$ cat config.mk
export PLATFORM = sky130hd
export DESIGN_NAME = uart_alu_sequencer
export DESIGN_NICKNAME = d
export VERILOG_FILES = /design/src/rtl/uart_alu_sequencer.sv
export SDC_FILE = /design/constraint.sdc
export NUM_CORES = 1
export LEC_CHECK = 0
export CAP_MARGIN = 20
export CORE_UTILIZATION = 45
export DETAILED_ROUTE_END_ITERATION = 8
export GPL_TIMING_DRIVEN = 0
export PLACE_DENSITY_LB_ADDON = 0.15
export REMOVE_ABC_BUFFERS = 1
export SLEW_MARGIN = 5
export SYNTH_ARGS = -nofsm -noshare
export SYNTH_HDL_FRONTEND = slang
export SYNTH_SLANG_ARGS = --single-unit
$ cat constraint.sdc
create_clock -name i_clock -period 5.25 [get_ports i_clock]
set_clock_uncertainty 0.1 [all_clocks]
set_input_delay 1.05 -clock i_clock [delete_from_list [all_inputs] [get_ports i_clock]]
set_output_delay 1.05 -clock i_clock [all_outputs]
set_load 0.02 [all_outputs]
$ cat src/rtl/uart_alu_sequencer.sv
// uart_alu_sequencer: collects operand A, operand B and opcode bytes from the
// UART receiver, validates the opcode, drives the ALU, and hands the result
// byte to the UART transmitter.
// Latency: opcode accept at edge k -> o_tx_start/o_tx_data after edge k+2.
// Backpressure: none towards the receiver. Bytes that arrive while busy
// (EXEC/SEND/WAIT_TX) are dropped and flagged on o_overrun.
//
// Ports:
//   i_clock, i_reset         clock; synchronous active-high reset
//   i_rx_done_tick/i_rx_data received-byte strobe and byte
//   i_tx_done_tick           transmitter finished the current byte
//   i_alu_result             combinational result from the ALU
//   o_alu_a/o_alu_b/o_alu_op registered ALU operands and opcode
//   o_tx_start/o_tx_data     one-cycle start strobe and registered result byte
//   o_busy                   high from opcode accept until tx done
//   o_timeout/o_op_error/o_overrun  one-cycle status pulses
module uart_alu_sequencer #(
  parameter int NB_DATA   = 8,
  parameter int NB_OP     = 6,
  parameter int N_TIMEOUT = 1000000
) (
  input  logic               i_clock,
  input  logic               i_reset,
  input  logic               i_rx_done_tick,
  input  logic [NB_DATA-1:0] i_rx_data,
  input  logic               i_tx_done_tick,
  input  logic [NB_DATA-1:0] i_alu_result,
  output logic [NB_DATA-1:0] o_alu_a,
  output logic [NB_DATA-1:0] o_alu_b,
  output logic [NB_OP-1:0]   o_alu_op,
  output logic               o_tx_start,
  output logic [NB_DATA-1:0] o_tx_data,
  output logic               o_busy,
  output logic               o_timeout,
  output logic               o_op_error,
  output logic               o_overrun
);

  // Counter only has to reach N_TIMEOUT-1; it is cleared at terminal count,
  // so it can never wrap.
  localparam int CNT_W = (N_TIMEOUT > 1) ? $clog2(N_TIMEOUT) : 1;
  localparam logic [CNT_W-1:0] CNT_LAST = CNT_W'(N_TIMEOUT - 1);
  localparam logic [CNT_W-1:0] CNT_ONE  = CNT_W'(1);

  typedef enum logic [2:0] {
    WAIT_A,
    WAIT_B,
    WAIT_OP,
    EXEC,
    SEND,
    WAIT_TX
  } state_t;

  state_t             state_q;
  logic [CNT_W-1:0]   cnt_q;
  logic [CNT_W-1:0]   cnt_d;
  logic [NB_DATA-1:0] alu_a_q;
  logic [NB_DATA-1:0] alu_b_q;
  logic [NB_OP-1:0]   alu_op_q;
  logic [NB_DATA-1:0] tx_data_q;
  logic               tx_start_q;
  logic               busy_q;
  logic               timeout_q;
  logic               op_error_q;
  logic               overrun_q;

  logic               op_valid;
  logic               cnt_last;

  // Opcode byte is legal only when the bits above the opcode field are zero
  // and the field holds one of the supported ALU functions.
  always_comb begin
    op_valid = 1'b0;
    if (i_rx_data[NB_DATA-1:NB_OP] == '0) begin
      case (i_rx_data[NB_OP-1:0])
        NB_OP'(6'b100000),  // ADD
        NB_OP'(6'b100010),  // SUB
        NB_OP'(6'b100100),  // AND
        NB_OP'(6'b100101),  // OR
        NB_OP'(6'b100110),  // XOR
        NB_OP'(6'b100111),  // NOR
        NB_OP'(6'b000011),  // SRA
        NB_OP'(6'b000010):  // SRL
          op_valid = 1'b1;
        default:
          op_valid = 1'b0;
      endcase
    end
  end

  assign cnt_last = (cnt_q == CNT_LAST);
  assign cnt_d    = cnt_q + CNT_ONE;

  always_ff @(posedge i_clock) begin
    if (i_reset) begin
      state_q    <= WAIT_A;
      cnt_q      <= '0;
      alu_a_q    <= '0;
      alu_b_q    <= '0;
      alu_op_q   <= '0;
      tx_data_q  <= '0;
      tx_start_q <= 1'b0;
      busy_q     <= 1'b0;
      timeout_q  <= 1'b0;
      op_error_q <= 1'b0;
      overrun_q  <= 1'b0;
    end else begin
      // Status outputs are single-cycle pulses unless re-armed below.
      tx_start_q <= 1'b0;
      timeout_q  <= 1'b0;
      op_error_q <= 1'b0;
      // busy_q is high exactly in EXEC/SEND/WAIT_TX, where bytes are dropped.
      overrun_q  <= i_rx_done_tick & busy_q;

      case (state_q)
        WAIT_A: begin
          if (i_rx_done_tick) begin
            alu_a_q <= i_rx_data;
            cnt_q   <= '0;
            state_q <= WAIT_B;
          end
        end

        WAIT_B: begin
          // An arriving byte takes priority over the terminal count.
          if (i_rx_done_tick) begin
            alu_b_q <= i_rx_data;
            cnt_q   <= '0;
            state_q <= WAIT_OP;
          end else if (cnt_last) begin
            timeout_q <= 1'b1;
            cnt_q     <= '0;
            state_q   <= WAIT_A;
          end else begin
            cnt_q <= cnt_d;
          end
        end

        WAIT_OP: begin
          if (i_rx_done_tick) begin
            cnt_q <= '0;
            if (op_valid) begin
              alu_op_q <= i_rx_data[NB_OP-1:0];
              busy_q   <= 1'b1;
              state_q  <= EXEC;
            end else begin
              op_error_q <= 1'b1;
              state_q    <= WAIT_A;
            end
          end else if (cnt_last) begin
            timeout_q <= 1'b1;
            cnt_q     <= '0;
            state_q   <= WAIT_A;
          end else begin
            cnt_q <= cnt_d;
          end
        end

        // One cycle for the ALU output to settle on the new operands.
        EXEC: begin
          state_q <= SEND;
        end

        SEND: begin
          tx_data_q  <= i_alu_result;
          tx_start_q <= 1'b1;
          state_q    <= WAIT_TX;
        end

        WAIT_TX: begin
          if (i_tx_done_tick) begin
            busy_q  <= 1'b0;
            state_q <= WAIT_A;
          end
        end

        default: begin
          busy_q  <= 1'b0;
          cnt_q   <= '0;
          state_q <= WAIT_A;
        end
      endcase
    end
  end

  assign o_alu_a    = alu_a_q;
  assign o_alu_b    = alu_b_q;
  assign o_alu_op   = alu_op_q;
  assign o_tx_start = tx_start_q;
  assign o_tx_data  = tx_data_q;
  assign o_busy     = busy_q;
  assign o_timeout  = timeout_q;
  assign o_op_error = op_error_q;
  assign o_overrun  = overrun_q;

endmodule

== Yosys cells after proc, flatten, opt, wreduce, memory -nomap -nowiden ==
Cells that the tools add are included.

* Bits in registers: 58
* Bits of input ports: 20

* Add/sub/neg operators: 1
* Equal/unequal tests: 18
* Mux-type cells: 20
* Bitwise operators: 6
* Reduce and logical (&&, ||, !) cells: 14

{| class="wikitable"
|+ Operators by type and width
! cell !! number
|-
| $mux W20 || 3
|-
| $pmux W20 S3 || 1
|-
| $eq A6 B6 Y1 const B || 6
|-
| $add A20 B1 Y20 const B || 1
|-
| $eq A20 B20 Y1 const B || 1
|-
| $pmux W3 S6 || 1
|-
| $mux W3 || 5
|-
| $eq A6 B2 Y1 const B || 2
|-
| $reduce_or A3 Y1 || 3
|-
| $mux W1 || 8
|-
| $ne A2 B2 Y1 const B || 4
|-
| $reduce_and A2 Y1 || 4
|-
| $reduce_or A8 Y1 || 1
|-
| $eq A3 B2 Y1 const B || 2
|-
| $eq A3 B3 Y1 const B || 2
|-
| $not A1 Y1 || 5
|-
| $reduce_and A4 Y1 || 1
|-
| $reduce_or A4 Y1 || 1
|-
| $eq A3 B1 Y1 const B || 1
|-
| $logic_not A3 Y1 || 1
|-
| $pmux W1 S3 || 1
|-
| $reduce_and A3 Y1 || 1
|-
| $logic_not A2 Y1 || 1
|-
| $mux W2 || 1
|-
| other kinds (2) || 2
|}

== Longest topological paths before layout ==
Gate-level depths: netlist of the first run.

* Word-level depth: 7
* Gate-level depth with buffers: 7
* Gate-level depth less buffers: 6

== Worst setup path before layout of the first run ==
OpenSTA, ideal clock, no wires.

* Kind: input port to flip-flop
* Start: input port i_rx_done_tick
* End: register cnt_q[6]
* Setup time: 0.132 ns
* Arrival time: 2.091 ns
* Required time: 5.018 ns
* Setup slack: 2.927 ns
* Cell stages on the path: 7
* Path through: buf_2 > o21ba_4 > o21ai_2 > buf_2 > inv_1 > a31oi_1 > nor3_1

* Cells in the longest elaborated chain, start to end: 2
* Elaborated cells on any way between the ends: 4
* Classes of those cells: 1 x eq/ne; 2 x mux; 1 x reduce/logical

{| class="wikitable"
|+ Ends and longest elaborated chain
! element !! RTL line !! RTL
|-
| start: declaration || 24 || <nowiki>input logic i_rx_done_tick,</nowiki>
|-
| $mux W20 / $ne A2 B2 Y1 (equally long branches) || - ||
|-
| $pmux W20 S3 / $reduce_and A2 Y1 (equally long branches) || - ||
|-
| end signal: assignment || 135 || <nowiki>cnt_q <= cnt_d;</nowiki>
|-
| end signal: assignment || 155 || <nowiki>cnt_q <= cnt_d;</nowiki>
|-
| end: declaration || 55 || <nowiki>logic [CNT_W-1:0] cnt_q;</nowiki>
|}

Several ways; a longest one is shown, not always the timed one.
A chain may end at the register's enable or synchronous reset.

== Worst setup path after layout of the first run ==
* Start: input port i_rx_done_tick
* End: register cnt_q[11]

Same word-level chain as after synthesis.

==> results.ini, run 1 <==
[power]
ir_drop_mv = 0.254
clock_power_share_pct = 41.1
p_int_mw = 0.696
switching_share_pct = 24.0
share_seq_of_total_power_pct = 49.6
comb_power_share_pct = 9.3
p_leak_nw = 1.14
power_switching_mw = 0.219
powerDensity_nw_per_um2 = 273

[die]
dieHeight_um = 78.2
rows = 27
core_um2 = 5540
initial_core_util_pct = 47.2
die_w_um = 78.2
io_pins = 55
die_area_um2 = 6120

[worst_setup_path]
critPathMaxFanout = 14
reg2reg_depth = 6
r2r_end = cnt_q[11]$_SDFFE_PP0P_
endpoint = cnt_q[11]$_SDFFE_PP0P_
crit_type = in -> reg
worstPathRequired_ns = 5.36
end_kind = flop
critical_path.startpoint = i_rx_done_tick
r2r_start = state_q[0]$_SDFFE_PP0P_
cp_data_arrival_time_ns = 3.08
rrSetupSlack_ns = 3.19
critPathLaunchType = input port

[detailed_routing]
detail_route.wl_per_cell_um = 13.3
firstDrtPassIters = 4
viasPerCell = 5.17
drcViolationCount = 0
vias = 2159
antenna_left = 0
drtIter0Drc = 65
routed_wl_um = 5550

[global_route]
grt_pass1_wl_um = 9560
grt_max_degree = 49
antenna_found_initial = 0
grtUsageTotal_pct = 19.6
overflow = 0
grt_pass1_vias = 2064

[clock_tree]
clk_pin_slew_worst_paths_ns = 0.06
cts_resized = 0
clock-sinks = 58
cts-root-buf = clkbuf_8
tritoncts = done
holdBufCountCts = 0
clk_latency_ns = 0.33
cts_buffer_depth = 2
post-cts-setup-buffer-count = 0
h-tree-depth = 3
cts_buffers = 9

[sta]
fmax_ghz = 0.336
fin_crit_sh_pct = 56.6
slew_headroom_pct = 59.2
rsz0062_at_grt = false
slew_violations = 0
hold_viol_final = 0
whs_ns = 0.354
tns_ns = 0
period_minus_slack_ns = 2.97
tightest_slew_ns = 0.613
setup_viol = 0

[finish]
multi_input_area_um2 = 1340
diodes = 0
areaGrowthSynthToFinish_pct = 28.1
nets = 362
register_area_um2 = 1160
drive_above_1_share_pct = 10.7
nFillCells = 513

[synthesis]
avgSynthCellArea_um2 = 9.02
yosys_warnings = 0
ys_ff_latch = 58
syn_inst = 290
synth.largest_area_cell = dfxtp_1
synthesis.area_um2 = 2620
synth_area_leaders = dfxtp_1 44%, nand2_1 6.9%, a21oi_1 5.4%
synth_cell_types = 50
ys_seq_area_share_pct = 44.4
yosysTopAreaCellShare_pct = 44.4

[place]
gp_congestion = 0.773
port_buffers = 54
dp_hpwl_um = 3780

[run_status]
outcome = completed

[flow_run]
max_cap_viol_count = 0

[hold_path]
hold_path_class = reg -> reg

## critical path, cell delays in order
cell,delay [ns]
clkdlybuf4s50_1,0.62
o21ba_4,0.29
o21ai_2,0.48
buf_6,0.25
nor3_1,0.09
a31oi_1,0.22
a211oi_2,0.06
## per-layer routing
| metal | GRT usage, % | vias up | part of all wire, % |
|---|---|---|---|
| li1 | - | 1121 | - |
| met1 | 24.6 | 987 | 47 |
| met2 | 31.7 | 47 | 47 |
| met3 | 8.14 | 4 | 5.7 |
| met4 | 3.89 | 0 | 0.54 |
| met5 | 0 | - | 0 |
## Yosys cell counts (all sizes together)
| cell type | instances |
|---|---|
| dfxtp | 58 |
| nand2 | 48 |
| a21oi | 28 |
| nor2 | 27 |
| nor3 | 14 |
| mux2i | 13 |
| buf | 12 |
| xnor2 | 10 |
| nor4 | 9 |
| nand3 | 8 |
| nand4 | 6 |
| o21ai | 6 |
| a31oi | 4 |
| and2 | 4 |
| and3 | 4 |
| clkbuf | 4 |
| inv | 4 |
| nand3b | 4 |
| nor2b | 3 |
| o21a | 3 |
| a22oi | 2 |
| and4 | 2 |
| nand4b | 2 |
| or3 | 2 |
| a211oi | 1 |
| a21o | 1 |
| a221oi | 1 |
| and2b | 1 |
| ha | 1 |
| nand4bb | 1 |
| nor4b | 1 |
| nor4bb | 1 |
| o21ba | 1 |
| o21bai | 1 |
| o221a | 1 |
| o32a | 1 |
| o41ai | 1 |
## layout by cell type (no fill, tap or decap), types with 2 or more instances in the layout
| cell type | Yosys | final |
|---|---|---|
| clkbuf_1 | 2 | 2 |
| nand4_2 | 3 | 3 |
| mux2i_1 | 13 | 13 |
| clkinv_2 | 0 | 2 |
| clkbuf_8 | 0 | 12 |
| and2_1 | 4 | 4 |
| nand2_1 | 48 | 48 |
| a21oi_1 | 28 | 28 |
| nor3_1 | 12 | 12 |
| nor2b_1 | 3 | 3 |
| nand4_1 | 3 | 3 |
| xnor2_1 | 9 | 9 |
| dfxtp_1 | 58 | 58 |
| and3_1 | 4 | 4 |
| inv_1 | 4 | 4 |
| a31oi_1 | 4 | 4 |
| nand4b_1 | 2 | 2 |
| o21ai_0 | 5 | 5 |
| nand3b_1 | 4 | 4 |
| nor2_1 | 27 | 27 |
| nand3_1 | 7 | 7 |
| clkdlybuf4s50_1 | 0 | 53 |
| nor4_1 | 5 | 5 |
| a22oi_1 | 2 | 2 |
| nor4_2 | 4 | 4 |
| and4_1 | 2 | 2 |
| nor3_4 | 2 | 2 |
| o21a_1 | 2 | 2 |
## power groups by stage
stage                     clock, mW  combinational, mW  sequential (mW)
after global routing          0.410             0.0923            0.454
after CTS                     0.386             0.0843            0.454
after detailed placement          0             0.0840            0.463
after floorplan                   0             0.0318            0.471
final                         0.376             0.0852            0.454
after global placement            0             0.0824            0.463
## logic make-up (layout without fill, tap and decap cells)
kind of cell	Yosys count	in the layout	synth area share, %
buf+inv	20	76	4.54
flops	58	58	44.4
mux	13	13	4.98
fa+ha+maj	1	1	0.478
xor+xnor	10	10	3.64
simple gates	137	137	28.8
compound gates	51	51	13.2
## how the worst min path moves through the flow
stage                       startpoint                      end  cells after the start
2_1_floorplan   cnt_q[19]$_SDFFE_PP0P_   cnt_q[19]$_SDFFE_PP0P_                      2
3_3_place_gp   o_alu_b[5]$_SDFFE_PP0P_  o_alu_b[5]$_SDFFE_PP0P_                      2
3_5_place_dp   o_alu_b[2]$_SDFFE_PP0P_  o_alu_b[2]$_SDFFE_PP0P_                      2
4_1_cts        o_alu_b[2]$_SDFFE_PP0P_  o_alu_b[2]$_SDFFE_PP0P_                      2
5_1_grt        o_alu_a[2]$_SDFFE_PP0P_  o_alu_a[2]$_SDFFE_PP0P_                      2
6_report       o_alu_a[4]$_SDFFE_PP0P_  o_alu_a[4]$_SDFFE_PP0P_                      2
## through the flow
step | util [%] | total power [mW] | cell area (um^2) | setup slack, ns | std cells
2_1_floorplan | - | 0.502 | 2510 | 2.69 | 274
3_3_place_gp | 56.7 | 0.546 | 3140 | 1.59 | 400
3_5_place_dp | 57.0 | 0.548 | 3160 | 1.66 | 401
4_1_cts | 60.3 | 0.925 | 3340 | 2.01 | 417
5_1_grt | 60.5 | 0.957 | 3350 | 2.14 | 418
6_report | 60.5 | 0.915 | 3350 | 2.28 | 418
## area by class of cell
type | instances | area share, %
Tap cell | 72 | 2.69
Clock inverter | 2 | 0.299
Timing Repair Buffer | 56 | 16.9
Multi-Input combinational cell | 212 | 39.8
Inverter | 4 | 0.448
Sequential cell | 58 | 34.7
Clock buffer | 14 | 5.15
## flip-flops by register name (all words and copies together) (netlist names)
register and cells:
state_q 3, o_busy 1, o_alu_op 6, o_overrun 1, o_alu_b 8, o_tx_start 1
o_op_error 1, o_tx_data 8, o_timeout 1, o_alu_a 8, cnt_q 20
(Power assumes the default switching activity.)
==> inputs of run 2 (changes only) <==
- clock period: 5.25 -> 2.4 ns (I/O delays scaled with it)
==> run 2 against run 1 <==
Compared with the run above: count of clock-buffer cells in the layout did not move; clock power increased by 120%; sequential power is 120% higher; combinational power increased by 120%; critical path depth down 1; worst setup slack got worse by 2.0 ns.
==> results.ini, run 2 (synthesis results as in run 1) <==
[run_status]
outcome = completed

[clock_tree]
clock-sinks = 58  ; unchanged
cts_buffers = 9  ; unchanged
tritoncts = done
cts-root-buf = clkbuf_8
h-tree-depth = 3  ; unchanged
cts_buffer_depth = 2  ; unchanged
clk_pin_slew_worst_paths_ns = 0.06  ; about the same
post-cts-setup-buffer-count = 0  ; unchanged
clk_latency_ns = 0.32  ; about the same
holdBufCountCts = 0  ; unchanged

[die]
die_area_um2 = 6120  ; unchanged
initial_core_util_pct = 47.2  ; unchanged
core_um2 = 5540  ; unchanged
die_w_um = 78.2  ; unchanged
rows = 27  ; unchanged
dieHeight_um = 78.2  ; unchanged
io_pins = 55  ; unchanged

[detailed_routing]
firstDrtPassIters = 4  ; unchanged
antenna_left = 0  ; unchanged
detail_route.wl_per_cell_um = 13.5  ; +1.7%
routed_wl_um = 5650  ; +1.7%
vias = 2166  ; +0.32%
drcViolationCount = 0  ; unchanged
drtIter0Drc = 68  ; +4.6%
viasPerCell = 5.18  ; +0.32%

[place]
preCtsSetupSlack_ns = -0.616  ; -2.28 ns
port_buffers = 54  ; unchanged
dp_hpwl_um = 3780  ; unchanged
placed_cell_area_um2 = 3160  ; unchanged
gp_congestion = 0.773  ; unchanged

[sta]
period_minus_slack_ns = 2.17
tns_ns = 0  ; unchanged
setup_viol = 0  ; unchanged
finalWorstSetupSlack_ns = 0.228  ; -2.05 ns
slew_headroom_pct = 58.8  ; -0.39 points
tightest_slew_ns = 0.618  ; +0.00515 ns
fin_crit_sh_pct = 90.5
slew_violations = 0  ; unchanged
rsz0062_at_grt = false
fmax_ghz = 0.460
hold_viol_final = 0  ; unchanged

[hold_path]
hold_path_class = in -> reg

[global_route]
grtUsageTotal_pct = 19.6  ; unchanged
antenna_found_initial = 0  ; unchanged
grt_pass1_vias = 2064  ; unchanged
grt_max_degree = 49  ; unchanged
grt_pass1_wl_um = 9560  ; unchanged
overflow = 0  ; unchanged

[power]
switching_share_pct = 23.8  ; -0.11 points
share_seq_of_total_power_pct = 49.7  ; about the same
p_total_mw = 2.00  ; +120%
comb_power_share_pct = 9.4  ; about the same
ir_drop_mv = 0.556  ; +120%
p_leak_nw = 1.14  ; about the same
clock_power_share_pct = 41.0  ; about the same
power_switching_mw = 0.477  ; +120%
powerDensity_nw_per_um2 = 596  ; +120%
p_int_mw = 1.52  ; +120%

[worst_setup_path]
crit_chain = clkdlybuf4s50_1 > o21ba_4 > o21ai_4 > nor3_1 > a31oi_1 > a211oi_2
critPathLaunchType = input port
slowest_stage = clkdlybuf4s50_1
cp_data_arrival_time_ns = 2.27  ; -0.81 ns
critPathMaxFanout = 12  ; -2
worstPathRequired_ns = 2.50  ; -2.86 ns
crit_type = in -> reg
end_kind = flop
slowest_delay_ns = 0.61  ; about the same

[finish]
nets = 362  ; unchanged
areaGrowthSynthToFinish_pct = 28.3
stdcell_area_um2 = 3360  ; +0.15%
utilization_pct = 60.6  ; +0.090 points
final_cell_mix = 58 x dfxtp_1, 53 x clkdlybuf4s50_1, 48 x nand2_1
diodes = 0  ; unchanged
regMostFlops = cnt_q
layout_commonest_cell = dfxtp_1
largest_register_ff_count = 20  ; unchanged
drive_above_1_share_pct = 10.7  ; unchanged

[flow_run]
max_cap_viol_count = 0  ; unchanged

[run 2: cell type report]
class                   count  area, um^2
fillers                   517        2180
inverters                   4        15.0
clock buffers              14         173
clock inverters             2        10.0
repair buffers             55         556
well taps                  72        90.1
flip-flops and latches     58        1160
multi-input cells         213        1350
[run 2: per-stage QoR]
stage / std cells / hold slack (ns)
floorplan: 274 / 0.377
detailed placement: 401 / 0.347
global route: 418 / 0.230
CTS: 417 / 0.238
global placement: 400 / 0.344
finish: 418 / 0.250
[run 2: final timing paths]
| check | endpoint | slack, ns | start | cells after the start |
|---|---|---|---|---|
| max reg2reg | cnt_q[11]$_SDFFE_PP0P_ | 0.40 | state_q[1]$_SDFFE_PP0P_ | 5 |
| min reg2reg | o_alu_a[4]$_SDFFE_PP0P_ | 0.35 | o_alu_a[4]$_SDFFE_PP0P_ | 2 |
| max | cnt_q[11]$_SDFFE_PP0P_ | 0.23 | i_rx_done_tick | 6 |
| min | o_alu_a[4]$_SDFFE_PP0P_ | 0.25 | i_reset | 2 |
[run 2: per-layer routing]
| metal | up-vias | part of all wire (%) | track usage (%) |
|---|---|---|---|
| met4 | 0 | 0.18 | 3.89 |
| met5 | - | 0 | 0 |
| met3 | 2 | 5.2 | 8.14 |
| met1 | 1000 | 47 | 24.6 |
| li1 | 1121 | - | - |
| met2 | 43 | 47 | 31.7 |
[run 2: power by group through the flow]
| stage | clock, mW | combinational, mW | sequential, mW |
|---|---|---|---|
| finish | 0.819 | 0.187 | 0.993 |
| global route | 0.897 | 0.203 | 0.994 |
| CTS | 0.845 | 0.186 | 0.993 |
| detailed placement | 0 | 0.184 | 1.01 |
| global placement | 0 | 0.180 | 1.01 |
| floorplan | 0 | 0.0696 | 1.03 |
[run 2: repair_timing]
item | CTS | global route
hold endpoints to repair | 0 | 0
resized for setup | 1 | 0
cloned | 0 | 1
pin swaps | 0 | 1
setup endpoints to repair | 16 | 4
[run 2: critical path: cells and delay by family]
| kind | cells | cell delay [ns] |
|---|---|---|
| simple gates | 1 | 0.16 |
| buf+inv | 1 | 0.61 |
| compound gates | 4 | 1.00 |
